**src/rtl/med_pkg.sv**
```systemverilog
// -----------------------------------------------------------------------------
// med_pkg
// Shared types and constants for the medicine dose scheduler.
//   state_t         scheduler FSM states
//   *_DEF           default slot count, address width, counter width and
//                   period saturation value
//   LED_ALARM/OFF   LED patterns for "any dose due" and "nothing due"
// -----------------------------------------------------------------------------
package med_pkg;

    typedef enum logic [2:0] {
        IDLE   = 3'd0,
        CFG_WR = 3'd1,
        RD     = 3'd2,
        RWAIT  = 3'd3,
        WR     = 3'd4,
        NEXT   = 3'd5
    } state_t;

    localparam int NSLOT_DEF      = 4;
    localparam int ADDR_W_DEF     = 2;
    localparam int CNT_W_DEF      = 5;
    localparam int MAX_PERIOD_DEF = 24;

    localparam logic [3:0] LED_ALARM = 4'b1111;
    localparam logic [3:0] LED_OFF   = 4'b0000;

endpackage

```
**src/rtl/med_dose_scheduler_if.sv**
```systemverilog
// -----------------------------------------------------------------------------
// med_dose_scheduler_if
// Configuration channel from the front-end (passcode / ROM / frequency entry)
// into the dose scheduler.
//   Cfg_Valid   request present; held with stable Cfg_Slot/Cfg_Period until
//               accepted
//   Cfg_Ready   scheduler can take the request this cycle
//   Cfg_Slot    slot being configured
//   Cfg_Period  ticks between doses, 0 disables the slot
// Handshake: a request transfers on exactly the cycles where Cfg_Valid and
// Cfg_Ready are both high at the rising clock edge; Cfg_Ready never depends
// on Cfg_Valid, and the requester must not drop or change a request before
// it has transferred.
// modports: master = front-end, slave = scheduler.
// -----------------------------------------------------------------------------
interface med_dose_scheduler_if #(
    parameter int ADDR_W = 2,
    parameter int CNT_W  = 5
);
    logic              Cfg_Valid;
    logic              Cfg_Ready;
    logic [ADDR_W-1:0] Cfg_Slot;
    logic [CNT_W-1:0]  Cfg_Period;

    modport master (output Cfg_Valid, output Cfg_Slot, output Cfg_Period, input Cfg_Ready);
    modport slave  (input Cfg_Valid, input Cfg_Slot, input Cfg_Period, output Cfg_Ready);
endinterface

```
**src/rtl/med_slot_regs.sv**
```systemverilog
// -----------------------------------------------------------------------------
// med_slot_regs
// Per-slot period / active / alarm registers for the dose scheduler.
// Optional feature macro: MISSED_DOSE_CNT_EN adds a 4-bit saturating
// missed-dose counter per slot plus a combinational read port.
//   Clk, Rst             clock, synchronous active-low reset
//   wr_en/slot/period    configuration write: loads period, derives active,
//                        clears alarm (and the missed-dose counter)
//   set_en/set_slot      raise the alarm of a slot (dose due)
//   clr_en/clr_slot      clear the alarm of a slot (acknowledge)
//   period/active/alarm  register contents
//   miss_sel/miss_count  (MISSED_DOSE_CNT_EN only) counter read port
// A set beats a clear on the same slot in the same cycle.
// -----------------------------------------------------------------------------
module med_slot_regs
    import med_pkg::*;
#(
    parameter int NSLOT  = NSLOT_DEF,
    parameter int ADDR_W = ADDR_W_DEF,
    parameter int CNT_W  = CNT_W_DEF
) (
    input  logic                        Clk,
    input  logic                        Rst,
    input  logic                        wr_en,
    input  logic [ADDR_W-1:0]           wr_slot,
    input  logic [CNT_W-1:0]            wr_period,
    input  logic                        set_en,
    input  logic [ADDR_W-1:0]           set_slot,
    input  logic                        clr_en,
    input  logic [ADDR_W-1:0]           clr_slot,
    output logic [NSLOT-1:0][CNT_W-1:0] period,
    output logic [NSLOT-1:0]            active,
    output logic [NSLOT-1:0]            alarm
`ifdef MISSED_DOSE_CNT_EN
    ,
    input  logic [ADDR_W-1:0]           miss_sel,
    output logic [3:0]                  miss_count
`endif
);

`ifdef MISSED_DOSE_CNT_EN
    logic [NSLOT-1:0][3:0] miss;
`endif

    always_ff @(posedge Clk) begin
        if (!Rst) begin
            period <= '0;
            active <= '0;
            alarm  <= '0;
`ifdef MISSED_DOSE_CNT_EN
            miss   <= '0;
`endif
        end else begin
            for (int i = 0; i < NSLOT; i++) begin
                if (wr_en && wr_slot == ADDR_W'(i)) begin
                    period[i] <= wr_period;
                    active[i] <= (wr_period != '0);
                end
                if (set_en && set_slot == ADDR_W'(i)) begin
                    alarm[i] <= 1'b1;
                end else if ((clr_en && clr_slot == ADDR_W'(i)) ||
                             (wr_en && wr_slot == ADDR_W'(i))) begin
                    alarm[i] <= 1'b0;
                end
`ifdef MISSED_DOSE_CNT_EN
                // A new due-point while the previous one is still unacknowledged
                // counts as a missed dose.
                if (wr_en && wr_slot == ADDR_W'(i)) begin
                    miss[i] <= 4'd0;
                end else if (set_en && set_slot == ADDR_W'(i) && alarm[i] &&
                             miss[i] != 4'hF) begin
                    miss[i] <= miss[i] + 4'd1;
                end
`endif
            end
        end
    end

`ifdef MISSED_DOSE_CNT_EN
    always_comb begin
        miss_count = 4'd0;
        for (int i = 0; i < NSLOT; i++) begin
            if (miss_sel == ADDR_W'(i)) miss_count = miss[i];
        end
    end
`endif

endmodule

```
**src/rtl/med_dose_scheduler.sv**
```systemverilog
// -----------------------------------------------------------------------------
// med_dose_scheduler
// Owns the time-remaining RAM and the timer tick for NSLOT medicine slots.
// On every Tick it walks all slots; each active slot is read, decremented and
// written back, and reloads its period with an alarm when it reaches zero.
// Configuration writes are serialised against the scan so the RAM has a
// single master. Optional feature macro: MISSED_DOSE_CNT_EN (adds Miss_Sel /
// Miss_Count and per-slot missed-dose counters).
//   Clk, Rst        clock, synchronous active-low reset
//   Tick            1-cycle timer pulse
//   cfg             configuration channel (slave modport)
//   Ack, Ack_Slot   1-cycle pulse clearing the alarm of Ack_Slot
//   Ram_*           RAM master port, read data valid 1 cycle after Ram_Ren
//   Alarm_Vec       registered per-slot dose-due flags
//   LED_Out         registered: LED_ALARM when any alarm is set
//   Busy            scan or configuration write in progress
//   Overrun         sticky: a Tick was dropped
//   Dbg_State       current FSM state
// -----------------------------------------------------------------------------
module med_dose_scheduler
    import med_pkg::*;
#(
    parameter int NSLOT      = NSLOT_DEF,
    parameter int ADDR_W     = ADDR_W_DEF,
    parameter int CNT_W      = CNT_W_DEF,
    parameter int MAX_PERIOD = MAX_PERIOD_DEF
) (
    input  logic                 Clk,
    input  logic                 Rst,
    input  logic                 Tick,
    med_dose_scheduler_if.slave  cfg,
    input  logic                 Ack,
    input  logic [ADDR_W-1:0]    Ack_Slot,
    output logic [ADDR_W-1:0]    Ram_Addr,
    output logic                 Ram_Ren,
    output logic                 Ram_Wen,
    output logic [CNT_W-1:0]     Ram_WData,
    input  logic [CNT_W-1:0]     Ram_RData,
    output logic [NSLOT-1:0]     Alarm_Vec,
    output logic [3:0]           LED_Out,
    output logic                 Busy,
    output logic                 Overrun,
    output state_t               Dbg_State
`ifdef MISSED_DOSE_CNT_EN
    ,
    input  logic [ADDR_W-1:0]    Miss_Sel,
    output logic [3:0]           Miss_Count
`endif
);

    localparam logic [ADDR_W-1:0] LAST_SLOT = ADDR_W'(NSLOT - 1);
    localparam logic [CNT_W-1:0]  MAX_P     = CNT_W'(MAX_PERIOD);

    state_t                     state, state_nxt;
    logic [ADDR_W-1:0]          slot;
    logic [CNT_W-1:0]           r_q;
    logic [ADDR_W-1:0]          cfg_slot_q;
    logic [CNT_W-1:0]           cfg_p_q;
    logic                       tick_pend;
    logic                       set_en;
    logic                       cfg_fire;
    logic [CNT_W-1:0]           sat_period;
    logic [NSLOT-1:0][CNT_W-1:0] period;
    logic [NSLOT-1:0]           active;
    logic [NSLOT-1:0]           alarm;
    logic [CNT_W-1:0]           cur_period;
    logic                       cur_active;

    // A pending or arriving tick blocks configuration so ticks always win.
    assign cfg.Cfg_Ready = (state == IDLE) && !tick_pend && !Tick;
    assign cfg_fire      = cfg.Cfg_Valid && cfg.Cfg_Ready;
    assign sat_period    = (cfg.Cfg_Period > MAX_P) ? MAX_P : cfg.Cfg_Period;
    assign Busy          = (state != IDLE);
    assign Dbg_State     = state;

    always_comb begin
        cur_period = '0;
        cur_active = 1'b0;
        for (int i = 0; i < NSLOT; i++) begin
            if (slot == ADDR_W'(i)) begin
                cur_period = period[i];
                cur_active = active[i];
            end
        end
    end

    always_comb begin
        state_nxt = state;
        Ram_Addr  = '0;
        Ram_Ren   = 1'b0;
        Ram_Wen   = 1'b0;
        Ram_WData = '0;
        set_en    = 1'b0;
        case (state)
            IDLE: begin
                if (Tick || tick_pend) state_nxt = RD;
                else if (cfg_fire)     state_nxt = CFG_WR;
            end
            CFG_WR: begin
                Ram_Addr  = cfg_slot_q;
                Ram_Wen   = 1'b1;
                Ram_WData = cfg_p_q;
                state_nxt = IDLE;
            end
            RD: begin
                if (cur_active) begin
                    Ram_Ren   = 1'b1;
                    Ram_Addr  = slot;
                    state_nxt = RWAIT;
                end else begin
                    state_nxt = NEXT;
                end
            end
            RWAIT: state_nxt = WR;
            WR: begin
                Ram_Wen  = 1'b1;
                Ram_Addr = slot;
                // 1 means this tick is the due-point; 0 is treated the same so
                // the counter can never wrap.
                if (r_q <= CNT_W'(1)) begin
                    Ram_WData = cur_period;
                    set_en    = 1'b1;
                end else begin
                    Ram_WData = r_q - CNT_W'(1);
                end
                state_nxt = NEXT;
            end
            NEXT: state_nxt = (slot == LAST_SLOT) ? IDLE : RD;
            default: state_nxt = IDLE;
        endcase
    end

    always_ff @(posedge Clk) begin
        if (!Rst) begin
            state      <= IDLE;
            slot       <= '0;
            r_q        <= '0;
            cfg_slot_q <= '0;
            cfg_p_q    <= '0;
            tick_pend  <= 1'b0;
            Overrun    <= 1'b0;
            Alarm_Vec  <= '0;
            LED_Out    <= LED_OFF;
        end else begin
            state <= state_nxt;
            if (state == IDLE) begin
                slot <= '0;
            end else if (state == NEXT && slot != LAST_SLOT) begin
                slot <= slot + ADDR_W'(1);
            end
            if (state == RWAIT) r_q <= Ram_RData;
            if (cfg_fire) begin
                cfg_slot_q <= cfg.Cfg_Slot;
                cfg_p_q    <= sat_period;
            end
            // IDLE consumes one tick; a second one arriving in that same cycle
            // stays pending rather than being lost.
            if (state == IDLE) begin
                tick_pend <= Tick && tick_pend;
            end else if (Tick) begin
                if (tick_pend) Overrun   <= 1'b1;
                else           tick_pend <= 1'b1;
            end
            Alarm_Vec <= alarm;
            LED_Out   <= (|alarm) ? LED_ALARM : LED_OFF;
        end
    end

    med_slot_regs #(
        .NSLOT  (NSLOT),
        .ADDR_W (ADDR_W),
        .CNT_W  (CNT_W)
    ) u_slot_regs (
        .Clk        (Clk),
        .Rst        (Rst),
        .wr_en      (state == CFG_WR),
        .wr_slot    (cfg_slot_q),
        .wr_period  (cfg_p_q),
        .set_en     (set_en),
        .set_slot   (slot),
        .clr_en     (Ack),
        .clr_slot   (Ack_Slot),
        .period     (period),
        .active     (active),
        .alarm      (alarm)
`ifdef MISSED_DOSE_CNT_EN
        ,
        .miss_sel   (Miss_Sel),
        .miss_count (Miss_Count)
`endif
    );

endmodule

```
**src/flat_wrapper.sv**
```systemverilog
// flat-port wrapper written by rule: the top's interface ports become plain ports
module med_dose_scheduler_flat import med_pkg::*;
#(
    parameter int NSLOT      = NSLOT_DEF,
    parameter int ADDR_W     = ADDR_W_DEF,
    parameter int CNT_W      = CNT_W_DEF,
    parameter int MAX_PERIOD = MAX_PERIOD_DEF
)
  (Clk, Rst, Tick, Ack, Ack_Slot, Ram_Addr, Ram_Ren, Ram_Wen, Ram_WData, Ram_RData, Alarm_Vec, LED_Out, Busy, Overrun, Dbg_State, cfg_Cfg_Valid, cfg_Cfg_Slot, cfg_Cfg_Period, cfg_Cfg_Ready);
  med_dose_scheduler_if #(.ADDR_W(ADDR_W), .CNT_W(CNT_W)) cfg_i ();
  input  logic Clk;
  input  logic Rst;
  input  logic Tick;
  input  logic Ack;
  input  logic [ADDR_W-1:0] Ack_Slot;
  output logic [ADDR_W-1:0] Ram_Addr;
  output logic Ram_Ren;
  output logic Ram_Wen;
  output logic [CNT_W-1:0] Ram_WData;
  input  logic [CNT_W-1:0] Ram_RData;
  output logic [NSLOT-1:0] Alarm_Vec;
  output logic [3:0] LED_Out;
  output logic Busy;
  output logic Overrun;
  output state_t Dbg_State;
  input wire logic [$bits(cfg_i.Cfg_Valid)-1:0] cfg_Cfg_Valid;
  input wire logic [$bits(cfg_i.Cfg_Slot)-1:0] cfg_Cfg_Slot;
  input wire logic [$bits(cfg_i.Cfg_Period)-1:0] cfg_Cfg_Period;
  output wire logic [$bits(cfg_i.Cfg_Ready)-1:0] cfg_Cfg_Ready;
  assign cfg_i.Cfg_Valid = cfg_Cfg_Valid;
  assign cfg_i.Cfg_Slot = cfg_Cfg_Slot;
  assign cfg_i.Cfg_Period = cfg_Cfg_Period;
  assign cfg_Cfg_Ready = cfg_i.Cfg_Ready;
  med_dose_scheduler #(.NSLOT(NSLOT), .ADDR_W(ADDR_W), .CNT_W(CNT_W), .MAX_PERIOD(MAX_PERIOD)) u_core (.Clk(Clk), .Rst(Rst), .Tick(Tick), .cfg(cfg_i), .Ack(Ack), .Ack_Slot(Ack_Slot), .Ram_Addr(Ram_Addr), .Ram_Ren(Ram_Ren), .Ram_Wen(Ram_Wen), .Ram_WData(Ram_WData), .Ram_RData(Ram_RData), .Alarm_Vec(Alarm_Vec), .LED_Out(LED_Out), .Busy(Busy), .Overrun(Overrun), .Dbg_State(Dbg_State));
endmodule
```
**config.mk**
```make
export PLATFORM = sky130hd
export DESIGN_NAME = med_dose_scheduler_flat
export DESIGN_NICKNAME = d
export VERILOG_FILES = /design/src/rtl/med_pkg.sv /design/src/rtl/med_dose_scheduler_if.sv /design/src/rtl/med_slot_regs.sv /design/src/rtl/med_dose_scheduler.sv /design/src/flat_wrapper.sv
export SDC_FILE = /design/constraint.sdc
export NUM_CORES = 1
export LEC_CHECK = 0
export BUFFER_PORTS_ARGS = -buffer_cell sky130_fd_sc_hd__buf_2
export CORE_ASPECT_RATIO = 0.6
export CORE_MARGIN = 2
export CORE_UTILIZATION = 35
export CTS_BUF_LIST = sky130_fd_sc_hd__clkbuf_8 sky130_fd_sc_hd__clkbuf_16
export DETAILED_ROUTE_END_ITERATION = 7
export GPL_ROUTABILITY_DRIVEN = 0
export GPL_TIMING_DRIVEN = 0
export RECOVER_POWER = 25
export SYNTH_ARGS = -nofsm -noshare
export SYNTH_HDL_FRONTEND = slang
export SYNTH_SLANG_ARGS = --single-unit
```
**constraint.sdc**
```tcl
create_clock -name Clk -period 2.3 [get_ports Clk]
set_input_delay 0.23 -clock Clk [delete_from_list [all_inputs] [get_ports Clk]]
set_output_delay 0.23 -clock Clk [all_outputs]
set_load 0.01 [all_outputs]
```
==> results.sh <==
export IMPL_status="finished, final reports clean"
export IMPL_cts_sinks=52
export IMPL_avgSynthCellArea_um2=8.38
export IMPL_drt_met1_wl_um=3790
export IMPL_clk_pin_slew_worst_paths_ns=0.07
export IMPL_avgViaCountPerCell=5.25
export IMPL_grt_pass1_vias=2264
export IMPL_final_net_count=380
export IMPL_tightest_slew_ns=0.571
export IMPL_overflow=0
export IMPL_drive_above_1_share_pct=18.0
export IMPL_place_area_um2=2890
export IMPL_period_needed_ns=2.19
export IMPL_synth_area_leaders="dfxtp_1 40%, a21boi_0 7.9%, nand2_1 6.7%"
export IMPL_clock_skew_final_ns=0.00677
export IMPL_dr_wl_met2_um=2810
export IMPL_hpwl_um=5230
export IMPL_core_um2=7180
export IMPL_setup_tns_ns=0
export IMPL_grt_pass1_wl_um=11700
export IMPL_antenna_found_initial=0
export IMPL_p_leak_nw=1.23
export IMPL_portBuffers=41
export IMPL_fp_dieW_um=115
export IMPL_synth_top_cell_area_share_pct=40.5
export IMPL_vias=2347
export IMPL_power_w=0.00243
export IMPL_rows=24
export IMPL_die_y_um=70.4
export IMPL_fmax_ghz=0.456
export IMPL_grt_total_usage_pct=19.1
export IMPL_postSynthCellCount=307
export IMPL_peakVddDrop_v=0.000333
export IMPL_wl_per_cell_um=16.1
export IMPL_cts_buffer_depth=2
export IMPL_final_util_pct=43.4
export IMPL_yosysTopAreaCell="dfxtp_1"
export IMPL_routed_wl_um=7190
export IMPL_finalHoldViolCount=0
export IMPL_syn_area_um2=2570
export IMPL_ant_nets=0
export IMPL_async_flop_share_pct=0
export IMPL_final_common_cell="dfxtp_1"
export IMPL_worstHoldPathType="in -> reg"
export IMPL_cts_tree="yes"
export IMPL_cp_start_kind="flip-flop"
export IMPL_synth_ff_type="dfxtp_1"
export IMPL_synth_seq_cells=52
export IMPL_antennaDiodeCount=0
export IMPL_topRoutingLayerUsed="met4"
export IMPL_syn_num_nets=332
export IMPL_synth_yosys_seq_area_share_pct=40.5
export IMPL_cp_arrival_ns=1.96
export IMPL_hold_buffers=0
export IMPL_grt_max_degree=17
export IMPL_cts_buffers_inserted=5
export IMPL_ys_warn_count=0
export IMPL_ys_types=43
export IMPL_design_area_um2=3110
export IMPL_synth_edf_count=0
export IMPL_syn_to_final_growth_pct=21.0
export IMPL_fin_ws_ns=0.106
export IMPL_nFillCells=726
export IMPL_crit_required_ns=2.07
export IMPL_path_class="reg -> out"
export IMPL_maxSlewViolCount=0
export IMPL_clock_root_buffer="clkbuf_16"
export IMPL_cap_viol_max_count=0
export IMPL_endpoint_kind="primary output"
export IMPL_pre_cts_ws_ns=0.0118
export IMPL_fin_crit_sh_pct=95.4
export IMPL_die_area_um2=8070
export IMPL_worstPathMaxFanout=10
export IMPL_cts_max_level=2
export IMPL_dr_pass1_iters=4
export IMPL_route_met3_wl_um=539
export IMPL_clk_latency_ns=0.30
export IMPL_final_cell_mix="50 x dfxtp_1, 46 x nand2_1, 31 x buf_2"
export IMPL_finalSetupViolations=0
export IMPL_drt_initial_drc_count=126
export IMPL_io_pins=42
export IMPL_drc=0
export IMPL_relSlewSlack_pct=61.8
export IMPL_cellPowerDensity_nw_per_um2=781
export IMPL_floorplan_initialDensity_pct=35.8
==> cell families after synthesis <==
group | count (synthesis) | synth area share, %
compound gates | 82 | 21.8
xor+xnor | 5 | 1.70
fa+ha+maj | 7 | 3.31
buf+inv | 33 | 5.98
flops | 52 | 40.5
mux | 10 | 3.89
simple gates | 118 | 22.9
==> synthesized netlist by cell type (all sizes together), types with 3 or more instances <==
library cell and number:
xor2 3, buf 8, ha 6, dfxtp 52, mux2i 10, nor2b 14
nand2 46, o21a 3, a21boi 28, nand3 21, a21oi 11, nor2 15
and2 6, a211oi 3, o21ai 21, clkbuf 14, inv 11, nor3 5
o211a 3
==> what timing repair did <==
item	4_1_cts	5_1_grt
pin swaps	1	3
buffers inserted	1	0
cloned	0	0
setup endpoints to repair	8	8
resized for setup	8	19
==> power breakdown <==
part / internal, W / switching (W) / total, W
Clock: 0.000512 / 0.000343 / 0.000855
Sequential: 0.000947 / 0.0000466 / 0.000994
Combinational: 0.000228 / 0.000354 / 0.000582
Total: 0.00169 / 0.000744 / 0.00243
==> state kept, by name, summed over array words and instances (netlist names) <==
name and flops:
u_core.u_slot_regs.active 4, u_core.r_q 5, u_core.u_slot_regs.period 20, u_core.Overrun 1
u_core.cfg_p_q 5, u_core.LED_Out 1, u_core.u_slot_regs.alarm 4, u_core.tick_pend 1
u_core.cfg_slot_q 2, u_core.Dbg_State 3, u_core.slot 2, u_core.Alarm_Vec 4
==> final cells by class <==
type                            count  area, um2  area share, %
Multi-Input combinational cell    222       1430           45.8
Sequential cell                    52       1050           33.7
Timing Repair Buffer               42        196           6.31
Clock buffer                        5        125           4.02
Buffer                             21        119           3.82
Tap cell                           91        114           3.66
Clock inverter                      3       42.5           1.37
Inverter                           11       41.3           1.33
==> routing by layer <==
layer,GRT usage (%),up-vias
met5,0,-
met4,5.15,0
met3,4.34,7
met2,27.5,66
met1,28.2,1110
li1,-,1164
==> final timing paths <==
| path | start | cells after the start | to | slack (ns) |
|---|---|---|---|---|
| hold reg to reg | u_core.u_slot_regs.period[10] | 2 | u_core.u_slot_regs.period[10] | 0.48 |
| setup reg to reg | u_core.Dbg_State[0] | 5 | u_core.u_slot_regs.period[8] | 0.27 |
| hold / removal | cfg_Cfg_Slot[0] | 3 | u_core.cfg_slot_q[0] | 0.19 |
| setup / recovery | u_core.slot[1] | 8 | Ram_WData[2] | 0.11 |
==> critical path, cell delays in order (launching register included) <==
cell and delay, ns:
dfxtp_4 0.38, inv_2 0.07, ha_4 0.18, clkbuf_4 0.18, a21oi_1 0.14, o21ai_0 0.11, a221oi_1 0.32, o21ai_1 0.14
buf_2 0.15
==> per-stage QoR <==
step                hold slack [ns]  cells
global placement              0.466    439
finish                        0.187    447
global route                  0.199    447
detailed placement            0.475    439
CTS                           0.183    447
floorplan                     0.375    307
No activity file was read; power rests on OpenSTA's default activity.
